### config.mk
export PLATFORM = sky130hd
export DESIGN_NAME = sp_access_ctrl_flat
export DESIGN_NICKNAME = d
export VERILOG_FILES = /design/src/rtl/sp_access_ctrl_if.sv /design/src/rtl/sp_access_ctrl.sv /design/src/flat_wrapper.sv
export SDC_FILE = /design/constraint.sdc
export NUM_CORES = 1
export LEC_CHECK = 0
export CAP_MARGIN = 0
export CELL_PAD_IN_SITES_DETAIL_PLACEMENT = 0
export CELL_PAD_IN_SITES_GLOBAL_PLACEMENT = 2
export CORE_ASPECT_RATIO = 2
export CORE_MARGIN = 2
export CORE_UTILIZATION = 18
export DETAILED_ROUTE_END_ITERATION = 10
export PLACE_DENSITY_LB_ADDON = 0.05
export SYNTH_ARGS = -nofsm -noshare
export SYNTH_HDL_FRONTEND = slang
export SYNTH_SLANG_ARGS = --single-unit
export TNS_END_PERCENT = 50
### constraint.sdc
create_clock -name clk_i -period 2.5 [get_ports clk_i]
set_input_delay 0.625 -clock clk_i [delete_from_list [all_inputs] [get_ports clk_i]]
set_output_delay 0.625 -clock clk_i [all_outputs]
set_load 0.01 [all_outputs]
### src/rtl/sp_access_ctrl_if.sv
// rtl/sp_access_ctrl_if.sv - engine write, host burst read and SP port signal bundle
interface sp_access_ctrl_if #(
    parameter int BUS_WIDTH = 64,
    parameter int AW        = 2,
    parameter int TW        = 2
);
    logic                 eng_wr_req_i;
    logic [TW-1:0]        eng_wr_target_i;
    logic [AW-1:0]        eng_wr_addr_i;
    logic [BUS_WIDTH-1:0] eng_wr_data_i;
    logic                 eng_wr_gnt_o;
    logic                 host_rd_req_i;
    logic [TW-1:0]        host_rd_target_i;
    logic                 host_rd_busy_o;
    logic [BUS_WIDTH-1:0] rd_data_o;
    logic                 rd_valid_o;
    logic                 rd_last_o;
    logic                 rd_ready_i;
    logic                 rd_done_o;
    logic                 sp_we_o;
    logic [TW-1:0]        sp_wtarget_o;
    logic [AW-1:0]        sp_waddr_o;
    logic [BUS_WIDTH-1:0] sp_wdata_o;
    logic [TW-1:0]        sp_rtarget_o;
    logic [AW-1:0]        sp_raddr_o;
    logic [BUS_WIDTH-1:0] sp_rdata_i;

    modport slave (
        input  eng_wr_req_i, eng_wr_target_i, eng_wr_addr_i, eng_wr_data_i,
        input  host_rd_req_i, host_rd_target_i, rd_ready_i, sp_rdata_i,
        output eng_wr_gnt_o, host_rd_busy_o, rd_data_o, rd_valid_o, rd_last_o, rd_done_o,
        output sp_we_o, sp_wtarget_o, sp_waddr_o, sp_wdata_o, sp_rtarget_o, sp_raddr_o
    );

    modport master (
        output eng_wr_req_i, eng_wr_target_i, eng_wr_addr_i, eng_wr_data_i,
        output host_rd_req_i, host_rd_target_i, rd_ready_i, sp_rdata_i,
        input  eng_wr_gnt_o, host_rd_busy_o, rd_data_o, rd_valid_o, rd_last_o, rd_done_o,
        input  sp_we_o, sp_wtarget_o, sp_waddr_o, sp_wdata_o, sp_rtarget_o, sp_raddr_o
    );
endinterface

### src/rtl/sp_access_ctrl.sv
// rtl/sp_access_ctrl.sv - scratchpad arbiter: engine row writes vs host burst reads
// Optional feature macro: SP_CLEAR_ON_READ_EN (zero each row as the burst captures it)
module sp_access_ctrl #(
    parameter int SP_NTARGETS = 4,
    parameter int DATA_WIDTH  = 32,
    parameter int BUS_WIDTH   = 64
) (
    input  logic               clk_i,
    input  logic               rst_ni,
    sp_access_ctrl_if.slave    bus
);
    localparam int MAX_DIM = BUS_WIDTH / DATA_WIDTH;
    localparam int AW      = 2 * $clog2(MAX_DIM);
    localparam int ROWS    = MAX_DIM * MAX_DIM;
    localparam int TW      = $clog2(SP_NTARGETS);
    localparam logic [AW-1:0] LAST_ROW = AW'(ROWS - 1);

    localparam logic [0:0] ST_IDLE  = 1'b0;
    localparam logic [0:0] ST_BURST = 1'b1;

    logic [0:0]           state;
    logic                 last_eng;
    logic [TW-1:0]        burst_target;
    logic [AW-1:0]        rcnt;
    logic                 rows_left;
    logic [BUS_WIDTH-1:0] rd_data;
    logic                 rd_valid;
    logic                 rd_last;
    logic                 rd_done;

    logic in_idle, in_burst, host_win, load, accept_last, eng_gnt;

    assign in_idle  = (state == ST_IDLE);
    assign in_burst = (state == ST_BURST);

    // last_eng=0 after reset means the host counts as the previous winner
    assign host_win    = in_idle & bus.host_rd_req_i & (~bus.eng_wr_req_i | last_eng);
    assign load        = in_burst & rows_left & (~rd_valid | bus.rd_ready_i);
    assign accept_last = rd_valid & bus.rd_ready_i & rd_last;

`ifdef SP_CLEAR_ON_READ_EN
    assign eng_gnt = bus.eng_wr_req_i & ~in_burst & ~host_win;
`else
    assign eng_gnt = bus.eng_wr_req_i & ~(in_burst & (bus.eng_wr_target_i == burst_target))
                     & ~host_win;
`endif

    always_comb begin
        bus.sp_we_o      = 1'b0;
        bus.sp_wtarget_o = '0;
        bus.sp_waddr_o   = '0;
        bus.sp_wdata_o   = '0;
        if (eng_gnt) begin
            bus.sp_we_o      = 1'b1;
            bus.sp_wtarget_o = bus.eng_wr_target_i;
            bus.sp_waddr_o   = bus.eng_wr_addr_i;
            bus.sp_wdata_o   = bus.eng_wr_data_i;
        end
`ifdef SP_CLEAR_ON_READ_EN
        if (load) begin
            bus.sp_we_o      = 1'b1;
            bus.sp_wtarget_o = burst_target;
            bus.sp_waddr_o   = rcnt;
        end
`endif
    end

    always_ff @(posedge clk_i or negedge rst_ni) begin
        if (!rst_ni) begin
            state        <= ST_IDLE;
            last_eng     <= 1'b0;
            burst_target <= '0;
            rcnt         <= '0;
            rows_left    <= 1'b0;
            rd_data      <= '0;
            rd_valid     <= 1'b0;
            rd_last      <= 1'b0;
            rd_done      <= 1'b0;
        end else begin
            rd_done <= 1'b0;
            if (in_idle) begin
                if (host_win) begin
                    state        <= ST_BURST;
                    burst_target <= bus.host_rd_target_i;
                    rcnt         <= '0;
                    rows_left    <= 1'b1;
                    last_eng     <= 1'b0;
                end else if (bus.eng_wr_req_i) begin
                    last_eng <= 1'b1;
                end
            end
            if (load) begin
                rd_data  <= bus.sp_rdata_i;
                rd_valid <= 1'b1;
                rd_last  <= (rcnt == LAST_ROW);
                // counter parks on the final row instead of wrapping
                if (rcnt == LAST_ROW) rows_left <= 1'b0;
                else                  rcnt      <= rcnt + 1'b1;
            end else if (rd_valid & bus.rd_ready_i) begin
                rd_valid <= 1'b0;
                rd_last  <= 1'b0;
            end
            if (accept_last) begin
                rd_done <= 1'b1;
                state   <= ST_IDLE;
            end
        end
    end

    assign bus.eng_wr_gnt_o   = eng_gnt;
    assign bus.host_rd_busy_o = in_burst;
    assign bus.rd_data_o      = rd_data;
    assign bus.rd_valid_o     = rd_valid;
    assign bus.rd_last_o      = rd_last;
    assign bus.rd_done_o      = rd_done;
    assign bus.sp_rtarget_o   = burst_target;
    assign bus.sp_raddr_o     = rcnt;
endmodule

### src/flat_wrapper.sv
// flat-port wrapper written by rule: the top's interface ports become plain ports
module sp_access_ctrl_flat 
#(
    parameter int SP_NTARGETS = 4,
    parameter int DATA_WIDTH  = 32,
    parameter int BUS_WIDTH   = 64
)
  (clk_i, rst_ni, bus_eng_wr_req_i, bus_eng_wr_target_i, bus_eng_wr_addr_i, bus_eng_wr_data_i, bus_host_rd_req_i, bus_host_rd_target_i, bus_rd_ready_i, bus_sp_rdata_i, bus_eng_wr_gnt_o, bus_host_rd_busy_o, bus_rd_data_o, bus_rd_valid_o, bus_rd_last_o, bus_rd_done_o, bus_sp_we_o, bus_sp_wtarget_o, bus_sp_waddr_o, bus_sp_wdata_o, bus_sp_rtarget_o, bus_sp_raddr_o);
  sp_access_ctrl_if #(.BUS_WIDTH(BUS_WIDTH), .AW((2)), .TW(2)) bus_i ();
  input  logic clk_i;
  input  logic rst_ni;
  input wire logic [$bits(bus_i.eng_wr_req_i)-1:0] bus_eng_wr_req_i;
  input wire logic [$bits(bus_i.eng_wr_target_i)-1:0] bus_eng_wr_target_i;
  input wire logic [$bits(bus_i.eng_wr_addr_i)-1:0] bus_eng_wr_addr_i;
  input wire logic [$bits(bus_i.eng_wr_data_i)-1:0] bus_eng_wr_data_i;
  input wire logic [$bits(bus_i.host_rd_req_i)-1:0] bus_host_rd_req_i;
  input wire logic [$bits(bus_i.host_rd_target_i)-1:0] bus_host_rd_target_i;
  input wire logic [$bits(bus_i.rd_ready_i)-1:0] bus_rd_ready_i;
  input wire logic [$bits(bus_i.sp_rdata_i)-1:0] bus_sp_rdata_i;
  output wire logic [$bits(bus_i.eng_wr_gnt_o)-1:0] bus_eng_wr_gnt_o;
  output wire logic [$bits(bus_i.host_rd_busy_o)-1:0] bus_host_rd_busy_o;
  output wire logic [$bits(bus_i.rd_data_o)-1:0] bus_rd_data_o;
  output wire logic [$bits(bus_i.rd_valid_o)-1:0] bus_rd_valid_o;
  output wire logic [$bits(bus_i.rd_last_o)-1:0] bus_rd_last_o;
  output wire logic [$bits(bus_i.rd_done_o)-1:0] bus_rd_done_o;
  output wire logic [$bits(bus_i.sp_we_o)-1:0] bus_sp_we_o;
  output wire logic [$bits(bus_i.sp_wtarget_o)-1:0] bus_sp_wtarget_o;
  output wire logic [$bits(bus_i.sp_waddr_o)-1:0] bus_sp_waddr_o;
  output wire logic [$bits(bus_i.sp_wdata_o)-1:0] bus_sp_wdata_o;
  output wire logic [$bits(bus_i.sp_rtarget_o)-1:0] bus_sp_rtarget_o;
  output wire logic [$bits(bus_i.sp_raddr_o)-1:0] bus_sp_raddr_o;
  assign bus_i.eng_wr_req_i = bus_eng_wr_req_i;
  assign bus_i.eng_wr_target_i = bus_eng_wr_target_i;
  assign bus_i.eng_wr_addr_i = bus_eng_wr_addr_i;
  assign bus_i.eng_wr_data_i = bus_eng_wr_data_i;
  assign bus_i.host_rd_req_i = bus_host_rd_req_i;
  assign bus_i.host_rd_target_i = bus_host_rd_target_i;
  assign bus_i.rd_ready_i = bus_rd_ready_i;
  assign bus_i.sp_rdata_i = bus_sp_rdata_i;
  assign bus_eng_wr_gnt_o = bus_i.eng_wr_gnt_o;
  assign bus_host_rd_busy_o = bus_i.host_rd_busy_o;
  assign bus_rd_data_o = bus_i.rd_data_o;
  assign bus_rd_valid_o = bus_i.rd_valid_o;
  assign bus_rd_last_o = bus_i.rd_last_o;
  assign bus_rd_done_o = bus_i.rd_done_o;
  assign bus_sp_we_o = bus_i.sp_we_o;
  assign bus_sp_wtarget_o = bus_i.sp_wtarget_o;
  assign bus_sp_waddr_o = bus_i.sp_waddr_o;
  assign bus_sp_wdata_o = bus_i.sp_wdata_o;
  assign bus_sp_rtarget_o = bus_i.sp_rtarget_o;
  assign bus_sp_raddr_o = bus_i.sp_raddr_o;
  sp_access_ctrl #(.SP_NTARGETS(SP_NTARGETS), .DATA_WIDTH(DATA_WIDTH), .BUS_WIDTH(BUS_WIDTH)) u_core (.clk_i(clk_i), .rst_ni(rst_ni), .bus(bus_i));
endmodule
Yosys cells after proc, flatten, opt, wreduce, memory -nomap -nowiden
Cells that the tools add are included.
{"block": "op_classes", "addsub": 1, "n_eq_ne": 2, "reduce_logical": 4, "n_bitwise": 16, "n_lt_le_gt_ge": 0, "div": 0, "multipliers": 0, "shift": 0, "muxes": 21}
{"operator": "$mux 64", "n": 1}
{"operator": "$mux 1", "n": 14}
{"operator": "$mux 2", "n": 6}
{"operator": "$and 1x1->1", "n": 9}
{"operator": "$not 1->1", "n": 5}
{"operator": "$reduce_and 2->1", "n": 2}
{"operator": "$reduce_bool 2->1", "n": 2}
{"operator": "$add 2x1->2 const B", "n": 1}
{"operator": "$eq 2x2->1", "n": 1}
{"operator": "$eq 2x2->1 const B", "n": 1}
{"operator": "$or 1x1->1", "n": 2}
{"block": "totals", "romBits": 0, "latchBits": 0, "reg_bits": 74, "memories": 0, "out_inout_bits": 142, "ramBits": 0}

Longest topological paths before layout
{"block": "logic_depth", "word_depth": 7, "mapped_depth": 5, "mapped_depth_nobuf": 3}

Worst setup path before layout
Ideal clock, no wire load.
{"block": "synth_timing", "path_kind": "input-to-output", "from": "input port bus_host_rd_req_i", "to": "output port bus_sp_wdata_o[44]", "n_path_buf": 2, "path_stages": 5, "path_slack_ns": 0.226, "t_arrival_ns": 1.649, "path_cell_list": "and3b_1 > a311oi_2 > buf_4 > buf_4 > and2_1"}
{"block": "synth_between", "elab_chain_len": 5}
{"element": "start: declaration", "line_no": "flat_wrapper.sv:16", "source": "input wire logic [$bits(bus_i.host_rd_req_i)-1:0] bus_host_rd_req_i;"}
{"element": "$and 1x1->1 (2 in a row)", "line_no": "sp_access_ctrl.sv:37", "source": "assign host_win = in_idle & bus.host_rd_req_i & (~bus.eng_wr_req_i | last_eng);"}
{"element": "$not 1->1", "line_no": "sp_access_ctrl.sv:45", "source": "& ~host_win;"}
{"element": "$and 1x1->1", "line_no": "sp_access_ctrl.sv:45"}
{"element": "$mux 64", "line_no": "sp_access_ctrl.sv:53", "source": "if (eng_gnt) begin"}
{"element": "end: declaration", "line_no": "flat_wrapper.sv:29", "source": "output wire logic [$bits(bus_i.sp_wdata_o)-1:0] bus_sp_wdata_o;"}
Every way passes these cells.

Worst setup path in the final report
{"block": "layout_timing", "from": "register u_core.burst_target[1] (netlist: u_core.bus.sp_rtarget_o[1])", "to": "output port bus_sp_wdata_o[38]"}
{"block": "layout_between", "elab_chain_len": 6}
{"element": "start: declaration", "line_no": "sp_access_ctrl.sv:23", "source": "logic [TW-1:0] burst_target;"}
{"element": "start signal: assignment", "line_no": "sp_access_ctrl.sv:84", "source": "burst_target <= bus.host_rd_target_i;"}
{"element": "$eq 2x2->1", "line_no": "sp_access_ctrl.sv:44", "source": "assign eng_gnt = bus.eng_wr_req_i & ~(in_burst & (bus.eng_wr_target_i == burst_target))"}
{"element": "$and 1x1->1", "line_no": "sp_access_ctrl.sv:44"}
{"element": "$not 1->1", "line_no": "sp_access_ctrl.sv:44"}
{"element": "$and 1x1->1", "line_no": "sp_access_ctrl.sv:44"}
{"element": "$and 1x1->1", "line_no": "sp_access_ctrl.sv:45"}
{"element": "$mux 64", "line_no": "sp_access_ctrl.sv:53"}
Every way passes these cells.

==> results.txt <==
fin crit share -> 1.032
register area -> 1853 um^2
Sw Pwr -> 2.559 mW
Layout Utilization -> 0.3920
synthesized instance count -> 251
final setup fails -> 51
CTS max path bufs -> 2
cell leakage power -> 3.076 nW
layout cells sized above 1 -> 0.4209
synth top area cells -> dfrtp_1 (56%), mux2_2 (23%), and2_1 (13%), buf_2 (1.2%), buf_4 (0.68%)
Sink Count -> 74
metal3 WL -> 1241 um
area grow syn2layout -> 116.1%
sequential fraction of the synthesis area -> 0.5632
Die W -> 99.57 um
Clock Power Share -> 0.156
Seq pwr share -> 0.264
area share of the largest cell type after synthesis -> 0.5632
DP HPWL -> 9362 um
gr usage total -> 0.1361
CP Capture Type -> output port
detailed-router iteration count before antenna repair -> 4
Seq cells post-synth -> 74
worst clock skew -> 0.003921 ns
Slew Viols, Final -> 0
CTS tree -> built
Die H -> 195.1 um
combinational fraction of design power -> 0.580
synth warn -> 0
DR vias/cell -> 4.010
Rel. slew slack -> 0.6970
DP Cell Count -> 741
Worst setup SP type -> register
post-route antenna net violation count -> 0
Filler Cells Inserted -> 1782
Placer Congestion -> 0.7202
vias in the first global route -> 3331
Switching Fraction -> 0.3167
syn_area_per_cell -> 13.10 um^2
Fin. Hold Viols -> 0
Worst EP required -> 1.88 ns
H-tree depth -> 3
IO Pins -> 281
Peak VDD IR -> 691.0 uV
DP Area -> 6417 um^2
violated checks -> setup timing
final wirelength -> 13770 um
Max Freq -> 387.7 MHz
WL met1 -> 4177 um
status -> complete, but fails checks
unrepaired setup endpoints after global routing -> yes
Core Footprint -> 18130 um^2
slew at the pin closest to its max-slew limit -> 0.4510 ns
Clock Root Buffer -> clkbuf_16
DRC viols -> 0
Cell Pwr Density -> 1137 nW/um^2
CTS Buf Count -> 9
CP arrival -> 1.95 ns
cell area after layout -> 7107 um^2
worst skew pair latency -> 0.33 ns
area taken by multi-input logic gates -> 1506 um^2
Met2 Wirelength -> 8034 um
Distinct cells, synth -> 23
post-synth top area cell -> dfrtp_1
syn_nets -> 391
Tot Pwr -> 8.080 mW
DR vias -> 3096
total grt overflow -> 0
P_int -> 5.521 mW
drt wl/cell -> 17.83 um
# diodes -> 0
port buffer count -> 280
Die Area -> 19430 um^2
Nets -> 692
DR top layer -> met4
crit-path max FO -> 4
non-filler cells, final -> 772
Final min period -> 2.579 ns
Starting DRT DRC Count -> 51
post-synthesis cell area -> 3288 um^2
Rows -> 70
Setup Crit Path Kind -> register to output port
initial core utilization -> 0.1814
Hold/Removal Path Class -> primary input to async pin
largest net degree at the start of global routing -> 44
initial antenna violation count -> 0
length in cells of the worst reg-to-reg path -> 5
MaxCap Viol Count -> 0
tightest hold margin -> 0.2299 ns
Final Worst Setup Slack -> -0.07908 ns
register clock-pin slew on the reported worst setup and hold paths -> 0.06 ns
global-route wire length before repair -> 19690 um
[final cells by class]
class                      instances  area share
inverter                           3    0.001585
timing repair buffer             305      0.4468
tap                              216     0.03803
clock inverter                     2    0.001408
clock buffer                      13     0.03944
multi-input combinational        159      0.2120
sequential                        74      0.2607
[per-layer routing]
layer / up-vias / track usage
li1: 1435 / -
met1: 1455 / 0.1207
met2: 192 / 0.2695
met3: 14 / 0.04223
met4: 0 / 0.05936
met5: - / 0
[metrics by stage]
step / setup WS [ns] / TNS (ns)
global placement: -0.7702 / -51.13
finish: -0.07908 / -1.581
CTS: -0.2400 / -9.138
floorplan: 0.2258 / 0
detailed placement: -0.7488 / -49.87
global route: -0.1295 / -4.652
[state kept, by name, summed over array words and instances (netlist names)]
signal and count:
u_core.bus.rd_data_o 64, u_core.bus.sp_raddr_o 2, u_core.bus.sp_rtarget_o 2, u_core.bus.host_rd_busy_o 1, u_core.bus.rd_done_o 1, u_core.bus.rd_last_o 1
u_core.bus.rd_valid_o 1, u_core.last_eng 1, u_core.rows_left 1
[synthesized netlist by cell type (all sizes together)]
library cell and number:
dfrtp 74, and2 68, mux2 66, buf 11
clkbuf 4, inv 3, nor2 3, o21ai 3
a21oi 2, mux2i 2, nand2b 2, nor2b 2
xnor2 2, a21bo 1, a2bb2oi 1, a311oi 1
and3 1, and3b 1, ha 1, nand2 1
nor3 1, o21ba 1
[worst max-delay path: stages (launching register included)]
cell	delay (ns)
dfrtp_2	0.44
xnor2_4	0.16
a311oi_4	0.31
buf_6	0.17
buf_8	0.14
clkbuf_16	0.15
and2_1	0.12
buf_2	0.13
[power by group through the flow]
stage	sequential (mW)	combinational [mW]	clock (mW)
4_1_cts	2.14	4.52	1.31
6_report	2.14	4.69	1.26
3_5_place_dp	2.15	4.11	0
2_1_floorplan	2.42	1.47	0
5_1_grt	2.24	4.98	1.35
3_3_place_gp	2.13	4.11	0
[cell usage in the layout, fill, tap and decap left out, types with 2 or more instances in the layout]
cell	instances
buf_8	2
clkbuf_16	12
clkinv_2	2
clkdlybuf4s50_1	205
nand2b_1	2
o21ai_0	3
buf_6	47
buf_16	5
inv_1	2
nor2_1	2
buf_2	28
buf_12	8
buf_4	5
clkbuf_8	4
and2_1	23
nor2b_1	2
and2_4	45
a21oi_1	2
mux2_2	66
mux2i_1	2
dfrtp_1	73
[what timing repair did]
action | CTS | global route
hold buffers | 0 | 0
gates resized for setup | 320 | 91
endpoints found under the setup margin | 70 | 70
pin swaps | 27 | 25
cloned | 8 | 3
buffers inserted | 10 | 1
[worst paths after layout]
kind	to	from	slack (ns)
worst max-delay path	bus_sp_wdata_o[38]	u_core.bus.sp_rtarget_o[1]	-0.08
worst min-delay path	u_core.bus.rd_data_o[1]	rst_ni	0.23
worst max register to register	u_core.bus.rd_data_o[16]	u_core.bus.host_rd_busy_o	0.92
worst min register to register	u_core.bus.rd_data_o[33]	u_core.bus.rd_data_o[33]	0.50
max in group asynchronous	u_core.last_eng	rst_ni	1.65
min in group clk_i	u_core.bus.rd_data_o[33]	u_core.bus.rd_data_o[33]	0.50
[logic make-up (layout without fill, tap and decap cells)]
group,Yosys count,count (layout),synth area share
muxes,68,68,0.2321
buffers and inverters,18,323,0.02702
adders and majority gates,1,1,0.003805
DFF,74,74,0.5632
AOI/OAI and AO/OA,9,9,0.02093
and+or+nand+nor,79,79,0.1476
xor gates and xnor gates,2,2,0.005328
No activity file was read; power rests on OpenSTA's default activity.
